**src/rtl/hamming_frame_sequencer.sv**
```systemverilog
// ---------------------------------------------------------------------------
// hamming_frame_sequencer
//
// Frame-level controller in front of the Hamming(11,7) datapath.
// Collects 7-bit ASCII characters from an upstream valid/ready stream into a
// frame buffer of up to FRAME_LEN entries. When the frame closes (in_last or
// a full buffer), every buffered character is encoded to an even-parity
// Hamming(11,7) codeword and streamed out in order with sof/eof markers.
//
// Optional feature: define HAM_ERR_INJECT_EN to add the inj_en / inj_index /
// inj_pos inputs, which flip one codeword bit of a chosen word at load time.
//
// Ports:
//   clk          single clock, rising edge
//   rst_n        synchronous active-low reset
//   in_valid     upstream character valid
//   in_ready     sequencer can accept a character (IDLE/FILL)
//   in_char      7-bit ASCII character
//   in_last      closes the frame after this character
//   out_valid    codeword valid
//   out_ready    downstream accepts codeword
//   out_code     codeword, bit k = code position k+1
//   out_index    0-based position of the codeword within the frame
//   out_sof      high with index 0
//   out_eof      high with the last word of the frame
//   frame_count  frames fully drained since reset (wraps)
//   busy         high whenever the sequencer is not IDLE
//   inj_en, inj_index, inj_pos   (HAM_ERR_INJECT_EN only) bit-error injection
// ---------------------------------------------------------------------------
module hamming_frame_sequencer #(
    parameter int FRAME_LEN = 16,
    parameter int IDX_W     = 4
) (
    input  logic             clk,
    input  logic             rst_n,
    input  logic             in_valid,
    output logic             in_ready,
    input  logic [6:0]       in_char,
    input  logic             in_last,
    output logic             out_valid,
    input  logic             out_ready,
    output logic [10:0]      out_code,
    output logic [IDX_W-1:0] out_index,
    output logic             out_sof,
    output logic             out_eof,
    output logic [15:0]      frame_count,
    output logic             busy
`ifdef HAM_ERR_INJECT_EN
    ,
    input  logic             inj_en,
    input  logic [IDX_W-1:0] inj_index,
    input  logic [3:0]       inj_pos
`endif
);

    // One extra bit so the write counter can hold FRAME_LEN itself.
    localparam int                CNT_W       = IDX_W + 1;
    localparam logic [CNT_W-1:0]  FRAME_LEN_C = CNT_W'(FRAME_LEN);
    localparam logic [CNT_W-1:0]  ONE_C       = CNT_W'(1);
    localparam logic [CNT_W-1:0]  ZERO_C      = CNT_W'(0);

    typedef enum logic [1:0] {
        ST_IDLE  = 2'd0,
        ST_FILL  = 2'd1,
        ST_LOAD  = 2'd2,
        ST_DRAIN = 2'd3
    } state_t;

    // Even-parity Hamming(11,7): parity at positions 1,2,4,8; data
    // d0..d6 at positions 3,5,6,7,9,10,11. Returned bit k = position k+1.
    function automatic logic [10:0] ham_encode(input logic [6:0] d);
        logic p1;
        logic p2;
        logic p4;
        logic p8;
        p1 = d[0] ^ d[1] ^ d[3] ^ d[4] ^ d[6];
        p2 = d[0] ^ d[2] ^ d[3] ^ d[5] ^ d[6];
        p4 = d[1] ^ d[2] ^ d[3];
        p8 = d[4] ^ d[5] ^ d[6];
        return {d[6], d[5], d[4], p8, d[3], d[2], d[1], p4, d[0], p2, p1};
    endfunction

`ifdef HAM_ERR_INJECT_EN
    // Single-bit flip mask for a 1-based code position; 0 and 12..15 are no-ops.
    function automatic logic [10:0] pos_mask(input logic [3:0] pos);
        logic [10:0] m;
        if ((pos >= 4'd1) && (pos <= 4'd11)) begin
            m = 11'd1 << (pos - 4'd1);
        end else begin
            m = 11'd0;
        end
        return m;
    endfunction
`endif

    state_t             state_r;
    state_t             state_next_s;
    logic [6:0]         char_buf_r [FRAME_LEN];
    logic [CNT_W-1:0]   wr_cnt_r;
    logic [CNT_W-1:0]   rd_ptr_r;
    logic               in_ready_r;
    logic               busy_r;
    logic               out_valid_r;
    logic               out_sof_r;
    logic               out_eof_r;
    logic [10:0]        out_code_r;
    logic [IDX_W-1:0]   out_index_r;
    logic [15:0]        frame_cnt_r;

    logic               in_fire_s;
    logic               out_fire_s;
    logic [CNT_W-1:0]   wr_cnt_inc_s;
    logic               close_s;
    logic               last_word_s;
    logic               load_first_s;
    logic               load_next_s;
    logic [CNT_W-1:0]   load_ptr_s;
    logic               load_eof_s;
    logic [10:0]        inj_mask_s;
    logic [10:0]        load_code_s;

    // Handshake decode and frame-close detection.
    always_comb begin
        in_fire_s    = in_valid && in_ready_r;
        out_fire_s   = out_valid_r && out_ready;
        wr_cnt_inc_s = wr_cnt_r + ONE_C;
        // A character that both carries in_last and fills the buffer closes once.
        close_s      = in_fire_s && (in_last || (wr_cnt_inc_s == FRAME_LEN_C));
        last_word_s  = ((rd_ptr_r + ONE_C) == wr_cnt_r);
    end

    // Next-state logic.
    always_comb begin
        state_next_s = state_r;
        case (state_r)
            ST_IDLE: begin
                if (close_s) begin
                    state_next_s = ST_LOAD;
                end else if (in_fire_s) begin
                    state_next_s = ST_FILL;
                end else begin
                    state_next_s = ST_IDLE;
                end
            end
            ST_FILL: begin
                if (close_s) begin
                    state_next_s = ST_LOAD;
                end else begin
                    state_next_s = ST_FILL;
                end
            end
            ST_LOAD: begin
                state_next_s = ST_DRAIN;
            end
            ST_DRAIN: begin
                if (out_fire_s && last_word_s) begin
                    state_next_s = ST_IDLE;
                end else begin
                    state_next_s = ST_DRAIN;
                end
            end
            default: begin
                state_next_s = ST_IDLE;
            end
        endcase
    end

    // Selects and encodes the word to be registered into the output stage.
    // Word 0 is loaded in LOAD; each later word is loaded on the edge that
    // accepts its predecessor, which keeps the stream bubble-free.
    always_comb begin
        load_first_s = (state_r == ST_LOAD);
        load_next_s  = (state_r == ST_DRAIN) && out_fire_s && !last_word_s;
        if (load_first_s) begin
            load_ptr_s = ZERO_C;
        end else begin
            load_ptr_s = rd_ptr_r + ONE_C;
        end
        load_eof_s = ((load_ptr_s + ONE_C) == wr_cnt_r);
`ifdef HAM_ERR_INJECT_EN
        if (inj_en && (inj_index == load_ptr_s[IDX_W-1:0])) begin
            inj_mask_s = pos_mask(inj_pos);
        end else begin
            inj_mask_s = 11'd0;
        end
`else
        inj_mask_s = 11'd0;
`endif
        load_code_s = ham_encode(char_buf_r[load_ptr_s[IDX_W-1:0]]) ^ inj_mask_s;
    end

    // FSM state register.
    always_ff @(posedge clk) begin
        if (!rst_n) begin
            state_r <= ST_IDLE;
        end else begin
            state_r <= state_next_s;
        end
    end

    // Frame buffer; deliberately not reset, stale entries are never read.
    always_ff @(posedge clk) begin
        if (in_fire_s) begin
            char_buf_r[wr_cnt_r[IDX_W-1:0]] <= in_char;
        end
    end

    // Counters, output stage and status flags.
    always_ff @(posedge clk) begin
        if (!rst_n) begin
            wr_cnt_r    <= ZERO_C;
            rd_ptr_r    <= ZERO_C;
            in_ready_r  <= 1'b1;
            busy_r      <= 1'b0;
            out_valid_r <= 1'b0;
            out_sof_r   <= 1'b0;
            out_eof_r   <= 1'b0;
            out_code_r  <= 11'd0;
            out_index_r <= {IDX_W{1'b0}};
            frame_cnt_r <= 16'd0;
        end else begin
            // Status flags follow the next state so they are registered.
            in_ready_r <= (state_next_s == ST_IDLE) || (state_next_s == ST_FILL);
            busy_r     <= (state_next_s != ST_IDLE);
            if (in_fire_s) begin
                wr_cnt_r <= wr_cnt_inc_s;
            end
            if (load_first_s || load_next_s) begin
                out_valid_r <= 1'b1;
                out_code_r  <= load_code_s;
                out_index_r <= load_ptr_s[IDX_W-1:0];
                out_sof_r   <= load_first_s;
                out_eof_r   <= load_eof_s;
                rd_ptr_r    <= load_ptr_s;
            end else if ((state_r == ST_DRAIN) && out_fire_s) begin
                // Last word accepted: frame complete.
                out_valid_r <= 1'b0;
                out_sof_r   <= 1'b0;
                out_eof_r   <= 1'b0;
                frame_cnt_r <= frame_cnt_r + 16'd1;
                wr_cnt_r    <= ZERO_C;
                rd_ptr_r    <= ZERO_C;
            end
        end
    end

    assign in_ready    = in_ready_r;
    assign busy        = busy_r;
    assign out_valid   = out_valid_r;
    assign out_code    = out_code_r;
    assign out_index   = out_index_r;
    assign out_sof     = out_sof_r;
    assign out_eof     = out_eof_r;
    assign frame_count = frame_cnt_r;

endmodule

```
**config.mk**
```make
export PLATFORM = sky130hd
export DESIGN_NAME = hamming_frame_sequencer
export DESIGN_NICKNAME = d
export VERILOG_FILES = /design/src/rtl/hamming_frame_sequencer.sv
export SDC_FILE = /design/constraint.sdc
export NUM_CORES = 1
export LEC_CHECK = 0
export ABC_AREA = 1
export CORE_UTILIZATION = 36
export CTS_CLUSTER_SIZE = 30
export DETAILED_ROUTE_END_ITERATION = 6
export HOLD_SLACK_MARGIN = 0.12
export SLEW_MARGIN = 10
export SYNTH_ARGS = -nofsm -noshare
export SYNTH_HDL_FRONTEND = slang
export SYNTH_SLANG_ARGS = --single-unit
```
**constraint.sdc**
```tcl
create_clock -name clk -period 6.3 [get_ports clk]
set_clock_uncertainty 0.2 [all_clocks]
set_input_delay 1.26 -clock clk [delete_from_list [all_inputs] [get_ports clk]]
set_output_delay 1.26 -clock clk [all_outputs]
set_load 0.005 [all_outputs]
```
## Word level (Yosys, flattened, before mapping)

Memory sizes are Yosys's and may differ from the RTL's.
Cells that the tools add are included.

| storage, ports and cells | value |
|---|---|
| flip-flop bits (word level) | 48 |
| bits in writable memories | 112 |
| bits of input ports | 12 |
| output and inout bits | 36 |
| word-level logic and storage cells | 68 |
| memories | 1 |

Memories:

| name | depth | width | read ports | clocked after memory_dff | wr ports | line | RTL |
|---|---|---|---|---|---|---|---|
| char_buf_r | 16 | 7 | 1 | 0 | 1 | 98 | `logic [6:0] char_buf_r [FRAME_LEN];` |

| operators by class | value |
|---|---|
| $add $sub $neg | 4 |
| eq/ne operators | 7 |
| mux-type cells | 17 |
| bitwise operators | 13 |
| reduce and logical (&&, ||, !) cells | 15 |

Operators by type and width:

| kind | number |
|---|---|
| $mux W5 | 6 |
| $add A16 B1 Y16 const B | 1 |
| $add A5 B1 Y5 const B | 3 |
| $xor A1 B1 Y1 | 12 |
| $eq A5 B5 Y1 | 2 |
| $pmux W2 S4 | 1 |
| $mux W1 | 7 |
| $logic_and A1 B1 Y1 | 6 |
| $mux W2 | 3 |
| $eq A5 B5 Y1 const B | 1 |
| $eq A2 B1 Y1 const B | 2 |
| $eq A2 B2 Y1 const B | 2 |
| $logic_not A2 Y1 | 2 |
| $reduce_bool A2 Y1 | 2 |
| $logic_or A1 B1 Y1 | 3 |
| $reduce_and A2 Y1 | 1 |
| $logic_not A1 Y1 | 1 |
| $not A1 Y1 | 1 |

## Depth between registers and ports, before layout

Gate-level depths: netlist of run 1.

| depth | value |
|---|---|
| word-level depth | 8 |
| mapped depth | 19 |
| depth with buffers taken out | 19 |

## Worst setup path after synthesis of run 1

OpenSTA, ideal clock, no wires.

| timing path | value |
|---|---|
| path type | input -> register |
| start point | in in_valid |
| end point | mem char_buf_r[3][0] (enable) |
| library setup time | 0.360 ns |
| arrival time | 1.975 ns |
| data required time | 5.740 ns |
| slack | 3.765 ns |
| stages on the path | 4 |
| buffers on the path | 0 |
| path through | nand2_1 clkinv_1 nand2_1 nor2_1 |

| between the ends | value |
|---|---|
| cells in the longest elaborated chain, start to end | 3 |

Ends and longest elaborated chain:

| what | line | RTL |
|---|---|---|
| start, declared | 36 | `input logic in_valid,` |
| $logic_and A1 B1 Y1 | 124 | `in_fire_s = in_valid && in_ready_r;` |
| $mux W1 | 203 | `if (in_fire_s) begin` |
| $mux W1 (not written as such) | 204 | `char_buf_r[wr_cnt_r[IDX_W-1:0]] <= in_char;` |
| end, declared | 98 |  |

Every way passes these cells.

==> impl_results.html, run 1 <==
<table>
<tr><th>Metric</th><th>Value</th></tr>
<tr><th colspan="2">Pwr</th></tr>
<tr><td>IR Drop Worst-Case VDD</td><td>0.173 mV</td></tr>
<tr><td>Clock share of power</td><td>0.413</td></tr>
<tr><td>Power dissipated by switching net loads</td><td>0.628 mW</td></tr>
<tr><td>Fraction of power spent switching nets</td><td>0.259</td></tr>
<tr><td>Fraction of power consumed by combinational cells</td><td>0.108</td></tr>
<tr><td>Flop pwr share</td><td>0.479</td></tr>
<tr><td>Pwr per Cell Area</td><td>287 mW/mm²</td></tr>
<tr><td>Leakage power summed over all cells</td><td>3.14 nW</td></tr>
<tr><td>Internal power of the cells</td><td>1.80 mW</td></tr>
<tr><th colspan="2">Placed design</th></tr>
<tr><td>Placer's final routability congestion estimate</td><td>0.826</td></tr>
<tr><td>Hpwl dp</td><td>10.8 mm</td></tr>
<tr><td># port buffers</td><td>47</td></tr>
<tr><th colspan="2">Drt</th></tr>
<tr><td>Detail-routed net length per standard cell</td><td>between 15 and 20 µm</td></tr>
<tr><td>Count of unresolved DRC violations after routing</td><td>0</td></tr>
<tr><td>Post-Route WL</td><td>16.5 mm</td></tr>
<tr><td>Routed vias</td><td>5202</td></tr>
<tr><td>Remaining number of nets flagged by the antenna check after routing</td><td>0</td></tr>
<tr><td>Number of DRC violations after detailed-routing iteration 0</td><td>308</td></tr>
<tr><td>Via density</td><td>a little under 5</td></tr>
<tr><td>Pre-Repair DR Iteration Count</td><td>5</td></tr>
<tr><th colspan="2">Timing</th></tr>
<tr><td>Number of endpoints with negative hold slack in the final report</td><td>0</td></tr>
<tr><td>Setup Total Neg Slack</td><td>0 ns</td></tr>
<tr><td>Setup repair after global routing missed its margin</td><td>false</td></tr>
<tr><td>Slew HR</td><td>0.328</td></tr>
<tr><td>Crit share post-route</td><td>0.522</td></tr>
<tr><td>Time the worst path needs with I/O delays and setup</td><td>3.29 ns</td></tr>
<tr><td>Highest clock frequency the design can meet</td><td>304 MHz</td></tr>
<tr><td>Pins over their slew limit</td><td>0</td></tr>
<tr><td>Tightest Pin Transition</td><td>1.01 ns</td></tr>
<tr><td>Final setup viols</td><td>0</td></tr>
<tr><th colspan="2">Floorplanning</th></tr>
<tr><td>Initial Util</td><td>0.371</td></tr>
<tr><td>Total Die Area</td><td>0.0207 mm²</td></tr>
<tr><td>Chip height</td><td>144 µm</td></tr>
<tr><td>Count of pins on the block boundary</td><td>48</td></tr>
<tr><td>Core ar.</td><td>between 0.015 and 0.02 mm²</td></tr>
<tr><td>Std-Cell Rows</td><td>between 50 and 60</td></tr>
<tr><td>Width of the die</td><td>roughly 140 µm</td></tr>
<tr><th colspan="2">Critical path</th></tr>
<tr><td>Max Fanout on Critical Path</td><td>22</td></tr>
<tr><td>Arr. time, crit path</td><td>3.45 ns</td></tr>
<tr><td>Critical path buffer and inverter count</td><td>2</td></tr>
<tr><td>Worst Path Class, Setup</td><td>in2reg</td></tr>
<tr><td>Top cell family by delay on the critical path</td><td>buffers and inverters</td></tr>
<tr><td>Crit path cell chain</td><td>clkdlybuf4s50_1 &gt; inv_1 &gt; or4_1 &gt; nand3_1</td></tr>
<tr><td>Data required time at the worst endpoint</td><td>about 6.5 ns</td></tr>
<tr><td>CP startpoint kind</td><td>input pin</td></tr>
<tr><td>Library cell contributing the largest single delay on the critical path</td><td>clkdlybuf4s50_1</td></tr>
<tr><td>Critical Path Sink Type</td><td>register</td></tr>
<tr><td>Critical path's largest stage delay</td><td>~0.90 ns</td></tr>
<tr><th colspan="2">GRT</th></tr>
<tr><td>Vias in the first global route</td><td>4886</td></tr>
<tr><td>Number of antenna violations at the first check in global routing</td><td>0</td></tr>
<tr><td>GR Overflow Total</td><td>0</td></tr>
<tr><td>Global routing usage summed across all routing layers</td><td>0.169</td></tr>
<tr><td>Maximum number of pins on one net before global-route repair</td><td>55</td></tr>
<tr><td>Wire length of the first global-routing pass</td><td>about 26 mm</td></tr>
<tr><th colspan="2">Synthesis</th></tr>
<tr><td>Part of the Yosys area used for sequential elements</td><td>0.596</td></tr>
<tr><td>Number of warnings reported in the yosys synthesis log</td><td>0</td></tr>
<tr><td>Synthesized netlist cell count</td><td>757</td></tr>
<tr><td>Netlist area before placement</td><td>0.00726 mm²</td></tr>
<tr><td>Net count after synthesis</td><td>a little under 800</td></tr>
<tr><td>Number of distinct library cells after synthesis</td><td>41</td></tr>
<tr><td>Synthesized area divided by synthesized cell count</td><td>9.59 µm²</td></tr>
<tr><td>Total of flip-flops plus latches after synthesis</td><td>160</td></tr>
<tr><th colspan="2">Clocking</th></tr>
<tr><td>Total clock buffers created by CTS</td><td>17</td></tr>
<tr><td>Clock transition at path regs</td><td>0.06 ns</td></tr>
<tr><td>Cts-stage hold buffer count</td><td>0</td></tr>
<tr><td>Resized Gates After CTS</td><td>0</td></tr>
<tr><td>Clk Latency, worst-skew pair</td><td>0.43 ns</td></tr>
<tr><td>Worst-case clock buffer depth</td><td>2</td></tr>
<tr><td>H-tree level count</td><td>4</td></tr>
<tr><td>CTS root buf</td><td>clkbuf_16</td></tr>
<tr><td>Buffers inserted during post-CTS setup optimization</td><td>0</td></tr>
<tr><td>CTS tree</td><td>done</td></tr>
<tr><td>Number of sinks handled by clock tree synthesis</td><td>160</td></tr>
<tr><th colspan="2">Cells and area</th></tr>
<tr><td>Commonest cells after routing, fill and taps aside</td><td>nand2_1 (155), edfxtp_1 (112), nand3_1 (97)</td></tr>
<tr><td>Register area</td><td>roughly 0.0043 mm²</td></tr>
<tr><td>Antenna fix cells</td><td>0</td></tr>
<tr><td>Core utilization of the finished layout</td><td>0.432</td></tr>
<tr><td>Area growth syn-to-layout</td><td>16.5%</td></tr>
<tr><td>Number of filler instances in the final layout</td><td>1931</td></tr>
<tr><td>Most common library cell in the layout ignoring fill and taps</td><td>nand2_1</td></tr>
<tr><td>Multi-input gate area</td><td>roughly 0.0025 mm²</td></tr>
<tr><td>Ratio of cells with drive above 1 in the final layout</td><td>0.0789</td></tr>
<tr><td>Layout Nets</td><td>slightly above 800</td></tr>
<tr><th colspan="2">Flow run</th></tr>
<tr><td>Max-cap violations</td><td>0</td></tr>
<tr><th colspan="2">Outcome</th></tr>
<tr><td>Status</td><td>finished, final reports clean</td></tr>
<tr><th colspan="2">Worst hold path</th></tr>
<tr><td>Type of the tightest min-delay check</td><td>reg2reg</td></tr>
</table>
## sequential cells by signal, indices dropped and copies added, names as in the netlist
register     cells
char_buf_r     112
frame_count     16
out_code        11
rd_ptr_r         5
wr_cnt_r         5
out_index        4
state_r          2
busy             1
in_ready         1
out_eof          1
out_sof          1
out_valid        1
## logic make-up after synthesis
kind of cell,after synthesis,share of synthesized area
simple gates,385,0.241
compound gates,80,0.0601
fa+ha+maj,7,0.0121
xor+xnor,20,0.0252
buf+inv,105,0.0665
flops,160,0.596
## Yosys cell counts, drive strengths merged
cell / instances / area [µm²]
nand2: 170 / 704
edfxtp: 112 / 3360
nand3: 98 / 495
nor2: 90 / 370
inv: 76 / 290
dfxtp: 48 / 961
a21oi: 36 / 184
o21ai: 33 / 165
buf: 22 / 166
xor2: 12 / 113
nand3b: 10 / 75.1
nand4: 8 / 50.1
xnor2: 8 / 70.1
ha: 7 / 87.6
nor3: 6 / 30.0
a211oi: 4 / 30.0
clkbuf: 4 / 15.0
clkinv: 3 / 11.3
o211ai: 3 / 27.5
a31oi: 2 / 12.5
nor3b: 1 / 7.51
nor4: 1 / 6.26
o211a: 1 / 10.0
o31ai: 1 / 7.51
or4: 1 / 7.51
## final timing paths
path | startpoint | endpoint | slack [ns] | cells after the start
max reg2reg | rd_ptr_r[0] | out_code[3] | 3.08 | 16
min reg2reg | out_sof | out_sof | 0.27 | 2
max | rst_n | busy | 3.01 | 4
min | out_sof | out_sof | 0.27 | 2
## metrics by stage
step | hold WS, ns | std cells | setup WS, ns | cell area, µm² | power, mW
after global placement | 0.263 | 1044 | 2.60 | 7890 | 1.45
final | 0.266 | 1076 | 3.01 | 8460 | 2.43
after global routing | 0.303 | 1076 | 2.77 | 8460 | 2.52
after detailed placement | 0.264 | 1044 | 2.58 | 7890 | 1.45
after floorplan | 0.256 | 757 | 3.76 | 7260 | 1.37
after CTS | 0.274 | 1076 | 3.03 | 8460 | 2.45
## worst reg2reg max path, delay by kind of cell, from the launching register on
family          cells  cell delay [ns]
buf+inv             3             1.14
flops               1             0.39
compound gates      1             0.11
simple gates       12             1.24
## metal layers
layer | wire length [µm] | vias up | global-route usage
li1 | - | 2623 | -
met5 | 0 | - | 0
met3 | 783 | 16 | 0.0325
met2 | 7800 | 106 | 0.272
met4 | 212 | 0 | 0.0571
met1 | 7700 | 2457 | 0.229
## power groups by stage
stage          clock [mW]  sequential (mW)  combinational [mW]
2_1_floorplan           0             1.18               0.189
3_3_place_gp            0             1.18               0.262
3_5_place_dp            0             1.18               0.264
4_1_cts              1.02             1.16               0.265
5_1_grt              1.06             1.16               0.297
6_report             1.00             1.16               0.262
## cell type report
type                    count  area share
clock inverters            12      0.0111
multi-input cells         492       0.290
clock buffers              20      0.0566
flip-flops and latches    160       0.511
well taps                 265      0.0392
inverters                  79      0.0356
repair buffers             48      0.0565
Power figures use the tool's default switching activity.
==> inputs of run 2 (changes only) <==
Clock period 6.3 ns to 3.1 ns, I/O delays scaled along.
==> impl_results.html, run 2 (synthesis gave the netlist of run 1 again) <==
<table>
<tr><th>Metric</th><th>Value</th></tr>
<tr><th colspan="2">Placed design</th></tr>
<tr><td>Hpwl dp</td><td>11.4 mm (was 10.8 mm)</td></tr>
<tr><td>Placed Area</td><td>0.00802 mm² (was 0.00789 mm²)</td></tr>
<tr><td># port buffers</td><td>47 (unchanged)</td></tr>
<tr><td>Placer's final routability congestion estimate</td><td>0.905 (was 0.826)</td></tr>
<tr><td>Number of placed cells counting well taps</td><td>1062 (was 1044)</td></tr>
<tr><th colspan="2">Timing</th></tr>
<tr><td>Tightest Pin Transition</td><td>0.802 ns (was 1.01 ns)</td></tr>
<tr><td>Final setup viols</td><td>0 (unchanged)</td></tr>
<tr><td>Number of endpoints with negative hold slack in the final report</td><td>0 (unchanged)</td></tr>
<tr><td>Crit share post-route</td><td>0.866</td></tr>
<tr><td>Slew HR</td><td>0.464 (was 0.328)</td></tr>
<tr><td>Setup Total Neg Slack</td><td>0 ns (unchanged)</td></tr>
<tr><td>Time the worst path needs with I/O delays and setup</td><td>2.69 ns</td></tr>
<tr><td>Pins over their slew limit</td><td>0 (unchanged)</td></tr>
<tr><td>Highest clock frequency the design can meet</td><td>372 MHz</td></tr>
<tr><td>Setup repair after global routing missed its margin</td><td>false (unchanged)</td></tr>
<tr><th colspan="2">Cells and area</th></tr>
<tr><td>Layout Nets</td><td>835 (was 817)</td></tr>
<tr><td>Most common library cell in the layout ignoring fill and taps</td><td>nand2_1 (unchanged)</td></tr>
<tr><td>Fin cells</td><td>1094 (was 1076)</td></tr>
<tr><td>Area growth syn-to-layout</td><td>18.9% (was 16.5%)</td></tr>
<tr><td>Ratio of cells with drive above 1 in the final layout</td><td>0.0989 (was 0.0789)</td></tr>
<tr><td>Core utilization of the finished layout</td><td>0.441 (was 0.432)</td></tr>
<tr><td>Flip-flop count of the largest register, all copies and words added</td><td>112 (unchanged)</td></tr>
<tr><td>Final Instance Area</td><td>0.00863 mm² (was 0.00846 mm²)</td></tr>
<tr><td>Commonest cells after routing, fill and taps aside</td><td>nand2_1 (155), edfxtp_1 (112), nand3_1 (97) (unchanged)</td></tr>
<tr><td>Antenna fix cells</td><td>0 (unchanged)</td></tr>
<tr><th colspan="2">GRT</th></tr>
<tr><td>GR Overflow Total</td><td>0 (unchanged)</td></tr>
<tr><td>Wire length of the first global-routing pass</td><td>27.4 mm (was 26.1 mm)</td></tr>
<tr><td>Global routing usage summed across all routing layers</td><td>0.180 (was 0.169)</td></tr>
<tr><td>Vias in the first global route</td><td>5079 (was 4886)</td></tr>
<tr><td>Maximum number of pins on one net before global-route repair</td><td>41 (was 55)</td></tr>
<tr><td>Number of antenna violations at the first check in global routing</td><td>0 (unchanged)</td></tr>
<tr><th colspan="2">Flow run</th></tr>
<tr><td>Max-cap violations</td><td>0 (unchanged)</td></tr>
<tr><th colspan="2">Clocking</th></tr>
<tr><td>Buffers inserted during post-CTS setup optimization</td><td>0 (unchanged)</td></tr>
<tr><td>Cts-stage hold buffer count</td><td>0 (unchanged)</td></tr>
<tr><td>CTS root buf</td><td>clkbuf_16 (unchanged)</td></tr>
<tr><td>Worst-case clock buffer depth</td><td>2 (unchanged)</td></tr>
<tr><td>CTS tree</td><td>done (unchanged)</td></tr>
<tr><td>Clock transition at path regs</td><td>0.07 ns (was 0.06 ns)</td></tr>
<tr><td>H-tree level count</td><td>4 (unchanged)</td></tr>
<tr><td>Total clock buffers created by CTS</td><td>17 (unchanged)</td></tr>
<tr><td>Resized Gates After CTS</td><td>0 (unchanged)</td></tr>
<tr><td>Number of sinks handled by clock tree synthesis</td><td>160 (unchanged)</td></tr>
<tr><td>Clk Latency, worst-skew pair</td><td>0.44 ns (was 0.43 ns)</td></tr>
<tr><th colspan="2">Critical path</th></tr>
<tr><td>Data required time at the worst endpoint</td><td>3.26 ns (was 6.46 ns)</td></tr>
<tr><td>Max Fanout on Critical Path</td><td>25 (was 22)</td></tr>
<tr><td>Arr. time, crit path</td><td>2.85 ns (was 3.45 ns)</td></tr>
<tr><td>Critical Path Sink Type</td><td>register (unchanged)</td></tr>
<tr><td>CP startpoint kind</td><td>register (was input pin)</td></tr>
<tr><td>Worst Path Class, Setup</td><td>reg2reg (was in2reg)</td></tr>
<tr><th colspan="2">Drt</th></tr>
<tr><td>Count of unresolved DRC violations after routing</td><td>0 (unchanged)</td></tr>
<tr><td>Detail-routed net length per standard cell</td><td>15.6 µm (was 15.3 µm)</td></tr>
<tr><td>Routed vias</td><td>5349 (was 5202)</td></tr>
<tr><td>Pre-Repair DR Iteration Count</td><td>5 (unchanged)</td></tr>
<tr><td>Via density</td><td>4.89 (was 4.83)</td></tr>
<tr><td>Number of DRC violations after detailed-routing iteration 0</td><td>351 (was 308)</td></tr>
<tr><td>Remaining number of nets flagged by the antenna check after routing</td><td>0 (unchanged)</td></tr>
<tr><td>Post-Route WL</td><td>17.1 mm (was 16.5 mm)</td></tr>
<tr><th colspan="2">Pwr</th></tr>
<tr><td>Pwr per Cell Area</td><td>589 mW/mm² (was 287 mW/mm²)</td></tr>
<tr><td>Leakage power summed over all cells</td><td>3.23 nW (was 3.14 nW)</td></tr>
<tr><td>IR Drop Worst-Case VDD</td><td>0.424 mV (was 0.173 mV)</td></tr>
<tr><th colspan="2">Floorplanning</th></tr>
<tr><td>Core ar.</td><td>0.0196 mm² (unchanged)</td></tr>
<tr><td>Total Die Area</td><td>0.0207 mm² (unchanged)</td></tr>
<tr><td>Count of pins on the block boundary</td><td>48 (unchanged)</td></tr>
<tr><td>Std-Cell Rows</td><td>51 (unchanged)</td></tr>
<tr><td>Chip height</td><td>144 µm (unchanged)</td></tr>
<tr><td>Initial Util</td><td>0.371 (unchanged)</td></tr>
<tr><td>Width of the die</td><td>144 µm (unchanged)</td></tr>
<tr><th colspan="2">Outcome</th></tr>
<tr><td>Status</td><td>finished, final reports clean (unchanged)</td></tr>
<tr><th colspan="2">Worst hold path</th></tr>
<tr><td>Type of the tightest min-delay check</td><td>reg2reg (unchanged)</td></tr>
</table>
## run 2: cell types whose count changed in the layout (fill, tap and decap cells not counted), moves of 2 or more
cell,previous run,this run
inv_4,3,0
bufinv_16,0,3
buf_4,1,19
inv_6,5,3
clkbuf_16,19,17
clkinv_4,0,2
## run 2: area by class of cell
cell class / instances / area (µm²)
multi-input combinational: 492 / 2450
clock buffer: 17 / 425
timing repair buffer: 66 / 613
clock inverter: 15 / 181
tap: 265 / 332
inverter: 79 / 302
sequential: 160 / 4320
fill: 1917 / 11000
## run 2: critical path, stage by stage, from the launching register on
cell and delay, ns:
dfxtp_1 0.44, ha_1 0.31, nand2_4 0.26, inv_1 0.23, ha_1 0.33, xnor2_1 0.13
o21ai_0 0.09, a21oi_1 0.12, o21ai_0 0.09, a21oi_1 0.13, nand4_1 0.12, a21oi_1 0.16
## run 2: worst paths after layout
| kind | slack [ns] | from | endpoint | cells after the start |
|---|---|---|---|---|
| max reg2reg | 0.41 | rd_ptr_r[0] | out_eof | 11 |
| max | 0.41 | rd_ptr_r[0] | out_eof | 11 |
| min | 0.26 | out_index[0] | out_index[0] | 2 |
| min reg2reg | 0.26 | out_index[0] | out_index[0] | 2 |
## run 2: power by group
group | total [mW] | switching, mW | internal (mW)
clock network | 2.16 | 0.890 | 1.28
registers | 2.36 | 0.0287 | 2.33
logic | 0.556 | 0.362 | 0.194
total | 5.08 | 1.28 | 3.80
## run 2: metrics by stage
| stage | hold slack, ns | power [mW] | worst slack [ns] |
|---|---|---|---|
| final | 0.262 | 5.08 | 0.415 |
| after global routing | 0.295 | 5.30 | 0.0898 |
| after global placement | 0.252 | 2.97 | 0.332 |
| after floorplan | 0.256 | 2.79 | 0.849 |
| after detailed placement | 0.254 | 2.96 | 0.325 |
| after CTS | 0.263 | 5.12 | 0.395 |
## run 2: per-layer routing
metal	global-route usage	routed length, µm	vias to the layer above
met5	0	0	-
met4	0.0700	319	0
met3	0.0457	1010	23
met2	0.289	8040	139
met1	0.233	7740	2527
li1	-	-	2660
==> inputs of run 3 (changes only) <==
Settings changed: CORE_MARGIN from default to 2.
==> impl_results.html, run 3 (synthesis gave the netlist of run 1 again) <==
<table>
<tr><th>Metric</th><th>Value</th></tr>
<tr><th colspan="2">Clocking</th></tr>
<tr><td>Worst-case clock buffer depth</td><td>2 (unchanged)</td></tr>
<tr><td>H-tree level count</td><td>4 (unchanged)</td></tr>
<tr><td>Total clock buffers created by CTS</td><td>17 (unchanged)</td></tr>
<tr><td>Number of sinks handled by clock tree synthesis</td><td>160 (unchanged)</td></tr>
<tr><td>Clk Latency, worst-skew pair</td><td>0.43 ns (was 0.44 ns)</td></tr>
<tr><td>Buffers inserted during post-CTS setup optimization</td><td>0 (unchanged)</td></tr>
<tr><td>Cts-stage hold buffer count</td><td>0 (unchanged)</td></tr>
<tr><td>Resized Gates After CTS</td><td>0 (unchanged)</td></tr>
<tr><td>CTS tree</td><td>done (unchanged)</td></tr>
<tr><td>Clock transition at path regs</td><td>0.06 ns (was 0.07 ns)</td></tr>
<tr><td>CTS root buf</td><td>clkbuf_16 (unchanged)</td></tr>
<tr><th colspan="2">Drt</th></tr>
<tr><td>Pre-Repair DR Iteration Count</td><td>5 (unchanged)</td></tr>
<tr><td>Number of DRC violations after detailed-routing iteration 0</td><td>369 (was 351)</td></tr>
<tr><td>Via density</td><td>4.86 (was 4.89)</td></tr>
<tr><td>Routed vias</td><td>5343 (was 5349)</td></tr>
<tr><td>Detail-routed net length per standard cell</td><td>15.7 µm (was 15.6 µm)</td></tr>
<tr><td>Post-Route WL</td><td>17.3 mm (was 17.1 mm)</td></tr>
<tr><td>Remaining number of nets flagged by the antenna check after routing</td><td>0 (unchanged)</td></tr>
<tr><td>Count of unresolved DRC violations after routing</td><td>0 (unchanged)</td></tr>
<tr><th colspan="2">Floorplanning</th></tr>
<tr><td>Core ar.</td><td>0.0197 mm² (was 0.0196 mm²)</td></tr>
<tr><td>Initial Util</td><td>0.369 (was 0.371)</td></tr>
<tr><td>Width of the die</td><td>146 µm (was 144 µm)</td></tr>
<tr><td>Chip height</td><td>146 µm (was 144 µm)</td></tr>
<tr><td>Total Die Area</td><td>0.0213 mm² (was 0.0207 mm²)</td></tr>
<tr><td>Count of pins on the block boundary</td><td>48 (unchanged)</td></tr>
<tr><td>Std-Cell Rows</td><td>51 (unchanged)</td></tr>
<tr><th colspan="2">GRT</th></tr>
<tr><td>Maximum number of pins on one net before global-route repair</td><td>32 (was 41)</td></tr>
<tr><td>Vias in the first global route</td><td>5119 (was 5079)</td></tr>
<tr><td>Wire length of the first global-routing pass</td><td>27.5 mm (was 27.4 mm)</td></tr>
<tr><td>GR Overflow Total</td><td>0 (unchanged)</td></tr>
<tr><td>Number of antenna violations at the first check in global routing</td><td>0 (unchanged)</td></tr>
<tr><td>Global routing usage summed across all routing layers</td><td>0.169 (was 0.180)</td></tr>
<tr><th colspan="2">Timing</th></tr>
<tr><td>Pins over their slew limit</td><td>0 (unchanged)</td></tr>
<tr><td>Tightest Pin Transition</td><td>0.757 ns (was 0.802 ns)</td></tr>
<tr><td>Highest clock frequency the design can meet</td><td>368 MHz (was 372 MHz)</td></tr>
<tr><td>Setup repair after global routing missed its margin</td><td>false (unchanged)</td></tr>
<tr><td>Number of endpoints with negative hold slack in the final report</td><td>0 (unchanged)</td></tr>
<tr><td>Time the worst path needs with I/O delays and setup</td><td>2.72 ns (was 2.69 ns)</td></tr>
<tr><td>Crit share post-route</td><td>0.876 (was 0.866)</td></tr>
<tr><td>Final setup viols</td><td>0 (unchanged)</td></tr>
<tr><td>Setup Total Neg Slack</td><td>0 ns (unchanged)</td></tr>
<tr><td>Slew HR</td><td>0.494 (was 0.464)</td></tr>
<tr><th colspan="2">Cells and area</th></tr>
<tr><td>Most common library cell in the layout ignoring fill and taps</td><td>nand2_1 (unchanged)</td></tr>
<tr><td>Layout Nets</td><td>841 (was 835)</td></tr>
<tr><td>Commonest cells after routing, fill and taps aside</td><td>nand2_1 (155), edfxtp_1 (112), nand3_1 (97) (unchanged)</td></tr>
<tr><td>Core utilization of the finished layout</td><td>0.441 (about the same)</td></tr>
<tr><td>Ratio of cells with drive above 1 in the final layout</td><td>0.105 (was 0.0989)</td></tr>
<tr><td>Area growth syn-to-layout</td><td>19.4% (was 18.9%)</td></tr>
<tr><td>Flip-flop count of the largest register, all copies and words added</td><td>112 (unchanged)</td></tr>
<tr><td>Antenna fix cells</td><td>0 (unchanged)</td></tr>
<tr><th colspan="2">Critical path</th></tr>
<tr><td>Critical Path Sink Type</td><td>register (unchanged)</td></tr>
<tr><td>CP startpoint kind</td><td>register (unchanged)</td></tr>
<tr><td>Arr. time, crit path</td><td>2.83 ns (was 2.85 ns)</td></tr>
<tr><td>Data required time at the worst endpoint</td><td>3.21 ns (was 3.26 ns)</td></tr>
<tr><td>Max Fanout on Critical Path</td><td>28 (was 25)</td></tr>
<tr><td>Worst Path Class, Setup</td><td>reg2reg (unchanged)</td></tr>
<tr><th colspan="2">Pwr</th></tr>
<tr><td>Leakage power summed over all cells</td><td>3.26 nW (was 3.23 nW)</td></tr>
<tr><td>Pwr per Cell Area</td><td>580 mW/mm² (was 589 mW/mm²)</td></tr>
<tr><td>Total Power Consumption</td><td>5.03 mW (was 5.08 mW)</td></tr>
<tr><td>IR Drop Worst-Case VDD</td><td>0.414 mV (was 0.424 mV)</td></tr>
<tr><th colspan="2">Placed design</th></tr>
<tr><td>Hpwl dp</td><td>11.8 mm (was 11.4 mm)</td></tr>
<tr><td># port buffers</td><td>47 (unchanged)</td></tr>
<tr><td>Placer's final routability congestion estimate</td><td>0.842 (was 0.905)</td></tr>
<tr><th colspan="2">Flow run</th></tr>
<tr><td>Max-cap violations</td><td>0 (unchanged)</td></tr>
<tr><th colspan="2">Outcome</th></tr>
<tr><td>Status</td><td>finished, final reports clean (unchanged)</td></tr>
<tr><th colspan="2">Worst hold path</th></tr>
<tr><td>Type of the tightest min-delay check</td><td>reg2reg (unchanged)</td></tr>
</table>
run 3: layer usage:
metal,GRT usage,part of all wire,vias to the layer above
met5,0,0,-
met4,0.0733,0.022,0
met3,0.0406,0.047,25
met2,0.269,0.48,121
met1,0.220,0.45,2521
li1,-,-,2676
run 3: final timing paths:
path | from | to | slack (ns) | cells after the start
max | rd_ptr_r[0] | frame_count[9] | 0.38 | 14
max reg2reg | rd_ptr_r[0] | frame_count[9] | 0.38 | 14
min | out_index[3] | out_index[3] | 0.26 | 2
min reg2reg | out_index[3] | out_index[3] | 0.26 | 2
run 3: cell type report:
| type | count | area, µm² |
|---|---|---|
| fill | 1909 | 11000 |
| sequential | 160 | 4320 |
| multi-input combinational | 492 | 2450 |
| timing repair buffer | 72 | 658 |
| clock buffer | 18 | 429 |
| tap | 265 | 332 |
| inverter | 79 | 302 |
| clock inverter | 14 | 174 |
run 3: worst max-delay path, stage by stage (launching register included):
cell and delay (ns):
dfxtp_1 0.46, ha_1 0.26, inv_1 0.05, nand2_1 0.07, nand2_2 0.22, nand2_1 0.13
nand4_1 0.08, a21oi_1 0.16, nand2_1 0.12, nand2_1 0.12, nand2_4 0.19, nor2_2 0.25
inv_1 0.14, nand2_1 0.09, a21oi_1 0.05
run 3: power by group:
group | total, mW | switching (mW) | leakage [nW] | internal [mW]
combinational | 0.560 | 0.362 | 1.57 | 0.198
sequential | 2.36 | 0.0314 | 1.40 | 2.33
clock | 2.11 | 0.898 | 0.291 | 1.21
total | 5.03 | 1.29 | 3.26 | 3.74
run 3: stage by stage:
stage               instance area [µm²]  worst slack [ns]  std cells  hold WS [ns]
finish                             8670             0.385       1100         0.264
global route                       8670             0.141       1100         0.282
CTS                                8670             0.406       1100         0.264
detailed placement                 8070             0.411       1068         0.256
global placement                   8070             0.405       1068         0.259
floorplan                          7260             0.849        757         0.256
